[src/rtl/seq_pattern_tx.sv]
// seq_pattern_tx: Moore serial pattern generator.
// Loads a W-bit pattern, shifts it out MSB-first on x_out and repeats it
// 'reps' times, then pulses done for one cycle.
// Optional macro SEQ_PATTERN_TX_GAP_EN inserts one idle (GAP) cycle between
// consecutive repetitions; without it repetitions run back-to-back.
// All outputs are decoded from registered state only.
module seq_pattern_tx #(
   parameter int             W       = 4,
   parameter logic [W-1:0]   PATTERN = 4'b1010,
   parameter int             CNT_W   = 4
) (
   input  logic             clk,
   input  logic             rst_n,
   input  logic             load_pat,
   input  logic [W-1:0]     pat_in,
   input  logic             start,
   input  logic [CNT_W-1:0] reps,
   output logic             x_out,
   output logic             x_valid,
   output logic             busy,
   output logic             done
);

   localparam int IW = (W > 2) ? $clog2(W) : 1;
   localparam logic [IW-1:0] IDX_MAX = IW'(W - 1);

   localparam logic [1:0] S_IDLE  = 2'd0;
   localparam logic [1:0] S_SHIFT = 2'd1;
`ifdef SEQ_PATTERN_TX_GAP_EN
   localparam logic [1:0] S_GAP   = 2'd2;
`endif
   localparam logic [1:0] S_DONE  = 2'd3;

   logic [1:0]       state;
   logic [W-1:0]     pat_reg;
   logic [W-1:0]     shreg;
   logic [IW-1:0]    bit_idx;
   logic [CNT_W-1:0] reps_left;

   // FSM, pattern register, shifter and repetition counter
   always_ff @(posedge clk or negedge rst_n) begin
      if (!rst_n) begin
         state     <= S_IDLE;
         pat_reg   <= PATTERN;
         shreg     <= '0;
         bit_idx   <= '0;
         reps_left <= '0;
      end else begin
         case (state)
            S_IDLE: begin
               if (load_pat)
                  pat_reg <= pat_in;
               // reps==0 is a no-op request: no transmission, no done pulse
               if (start && (reps != '0)) begin
                  shreg     <= load_pat ? pat_in : pat_reg;
                  reps_left <= reps;
                  bit_idx   <= IDX_MAX;
                  state     <= S_SHIFT;
               end
            end
            S_SHIFT: begin
               if (bit_idx == '0) begin
                  if (reps_left > CNT_W'(1)) begin
                     reps_left <= reps_left - CNT_W'(1);
`ifdef SEQ_PATTERN_TX_GAP_EN
                     // reload happens on the way out of GAP
                     shreg <= '0;
                     state <= S_GAP;
`else
                     // back-to-back: next repetition starts on the very next cycle
                     shreg   <= pat_reg;
                     bit_idx <= IDX_MAX;
`endif
                  end else begin
                     reps_left <= '0;
                     shreg     <= '0;
                     state     <= S_DONE;
                  end
               end else begin
                  shreg   <= {shreg[W-2:0], 1'b0};
                  bit_idx <= bit_idx - IW'(1);
               end
            end
`ifdef SEQ_PATTERN_TX_GAP_EN
            S_GAP: begin
               shreg   <= pat_reg;
               bit_idx <= IDX_MAX;
               state   <= S_SHIFT;
            end
`endif
            S_DONE: begin
               // start seen here is deliberately dropped
               state <= S_IDLE;
            end
            default: begin
               state <= S_IDLE;
            end
         endcase
      end
   end

   // Moore output decode from the state register
   always_comb begin
      x_valid = (state == S_SHIFT);
      x_out   = (state == S_SHIFT) & shreg[W-1];
`ifdef SEQ_PATTERN_TX_GAP_EN
      busy    = (state == S_SHIFT) | (state == S_GAP);
`else
      busy    = (state == S_SHIFT);
`endif
      done    = (state == S_DONE);
   end

endmodule

[config.mk]
export PLATFORM = sky130hd
export DESIGN_NAME = seq_pattern_tx
export DESIGN_NICKNAME = d
export VERILOG_FILES = /design/src/rtl/seq_pattern_tx.sv
export SDC_FILE = /design/constraint.sdc
export NUM_CORES = 1
export LEC_CHECK = 0
export BUFFER_PORTS_ARGS = -buffer_cell sky130_fd_sc_hd__buf_2
export CORE_MARGIN = 10
export CORE_UTILIZATION = 50
export DETAILED_ROUTE_END_ITERATION = 8
export PLACE_DENSITY_LB_ADDON = 0.12
export SLEW_MARGIN = 20
export SYNTH_ARGS = -nofsm -noshare
export SYNTH_HDL_FRONTEND = slang
export SYNTH_SLANG_ARGS = --single-unit
[constraint.sdc]
create_clock -name clk -period 3.91 [get_ports clk]
set_input_delay 1.173 -clock clk [delete_from_list [all_inputs] [get_ports clk]]
set_output_delay 1.173 -clock clk [all_outputs]
set_load 0.05 [all_outputs]
==> metrics.txt <==
crit end category=primary output; Synth Flop Type=dfrtp_1; footprint of the multi-input gates=448 sq um; Final Max Tran Viols=0; hold_buf cts=0; Post-Synthesis Cells=97; Async SR Flop Fraction=100%; I/O Pins=16; MaxCap Viol Count=0; layout cell share with drive strength beyond 1=24.3%; Worst Hold Class=reg2reg; gr usage total=9.76%; Row Count=15; clock period minus worst slack=3.04 ns; number of global-route vias before repair=702; post_cts resized=0; Die ar.=roughly 3900 sq um; Post-CTS Setup Repair Bufs=0; status=finished, final reports clean; Worst setup SP type=flip-flop; initial antenna violation count=0; most frequent cell after synthesis=dfrtp_1; CP required=2.74 ns; met2 usage=13.7%; Die X=between 60 and 70 microns; largest net degree at the start of global routing=17; R2R setup slack=2.07 ns; Setup violations, final=0; DP Wirelength=between 1000 and 1500 microns; pwr dens=just over 900 nW/um^2; Worst VDD drop=0.534 mV; total negative slack=0 ns; residual DRC count=0; Core Util, Final=59.3%; Syn-to-layout area delta=13.1%; Ant. Diodes=0; Yosys top cell by area=dfrtp_1; Final nets=127; vias per inst=5.60; Top Usage Layer GRT=met2; RSZ-0062 raised after global routing=false; TritonCTS clock tree=done; Highest Clock Rate=between 300 and 400 MHz; clock slew at reported path FFs=0.10 ns; Port-buffer cells=15; Reg area=403 sq um; synth top area cells=dfrtp_1, dfstp_2, nor2_1; total CTS buffers=3; Relative slew margins=64.7%; sequential share of the synthesized area=44.5%; Commonest cells post-synth=dfrtp_1, nor2_1, a21oi_1, inv_1; H-tree depth=1; placed insts=around 130; routed length per instance=14.2 microns; # fillers=152; gr ovfl total=0; DRT Pass-1 Iters=4; syn avg cell area=9.33 sq um; met1 Track Usage GR=13.0%; clock buffer depth=2; count of cell types in the netlist=28; Worst Path Class, Setup=reg2out; Vias=761; Final Cycle Share=77.6%; Mapped Nets=112; CP Max Fanout=16; Routability Congestion=0.907; Worst Tran Pin Value=0.530 ns; clock skew=0.00693 ns; root buf cell=clkbuf_4; Initial Util=52.4%; Leakage=0.460 nW; clk sinks=16; Cell Count, Final, Fillers Out=136; WL final=1930 microns; register bit total from synthesis=16; clk_lat worst skew=between 0.2 and 0.3 ns; Synth top area share=between 30 and 40%; Crit path arrival time=1.86 ns; initial drt markers=26; Yosys warning count=0; die height=62.5 microns; core area=1730 sq um; grt met3 use=about 3.6%; first-pass GRT wire length=about 3200 microns; Synth Cell Area=905 sq um; Post-synth EDFFs=0; final hold viol count=0; antenna viol nets, final=0
per-stage QoR:
stage                     instance area (sq um)  setup WS [ns]  hold WS (ns)  power (mW)
after floorplan                             905           1.12         0.452       0.741
after global placement                      987           1.25         0.484       0.833
after detailed placement                    987           1.20         0.474       0.846
after CTS                                  1020          0.883         0.491       0.954
after global routing                       1020          0.768         0.530        1.04
final                                      1020          0.874         0.489       0.955
layout by cell type, fill, tap and decap left out:
cell type	synthesis	routed
mux2i_1	4	4
a32oi_1	3	3
ha_1	3	3
nor2_1	11	11
mux2_2	2	2
nand3_1	5	5
a32oi_4	1	1
dfstp_2	2	2
o31a_1	1	1
dfrtp_1	14	14
and2_1	2	2
or4_4	1	1
buf_2	1	15
o31a_2	1	1
o2111ai_1	1	1
a21oi_1	8	8
nor3_1	2	2
clkbuf_4	0	3
o21ai_0	6	6
a31oi_1	1	1
nand2_1	6	6
a221oi_1	1	1
nor2b_1	3	3
a31o_2	1	1
nand2b_1	1	1
inv_1	8	8
o22ai_1	4	4
clkbuf_8	0	1
worst paths after layout:
path | from | end | cells after the start
worst min register to register | bit_idx[0] | bit_idx[0] | 1
worst max register to register | state[1] | reps_left[0] | 5
worst max-delay path | state[1] | x_out | 4
max in group asynchronous | rst_n | pat_reg[1] | 1
min in group asynchronous | rst_n | bit_idx[0] | 1
worst min-delay path | bit_idx[0] | bit_idx[0] | 1
worst max-delay path, cell delays in order (launching register included):
cell and delay (ns):
dfrtp_1 0.41, nand2b_1 0.39, inv_1 0.36, and2_1 0.17, buf_2 0.25
final cells by class:
type / count / share of cell area [%]
repair buffers: 15 / 7.33
clock buffers: 4 / 3.55
inverters: 8 / 2.93
well taps: 25 / 3.06
multi-input cells: 68 / 43.8
flip-flops and latches: 16 / 39.4
report_power, final:
group	internal, mW	total [mW]	switching [mW]	leakage, nW
sequential	0.250	0.298	0.0478	0.190
combinational	0.194	0.545	0.351	0.249
clock	0.0567	0.112	0.0551	0.0210
logic make-up (layout without fill, tap and decap cells):
logic type	after synthesis	after routing	share of synthesized area (%)
AND/OR/NAND/NOR	31	31	16.3
AO/OA/AOI/OAI	28	28	22.1
flip-flops	16	16	44.5
buffers and inverters	13	27	5.95
multiplexers	6	6	6.92
adder cells (fa/ha/maj)	3	3	4.15
routing by layer:
layer	part of all wire, %	vias up
li1	-	374
met1	47	348
met2	43	35
met3	9.4	4
met4	1.1	0
met5	0	-
Power figures use the tool's default switching activity.
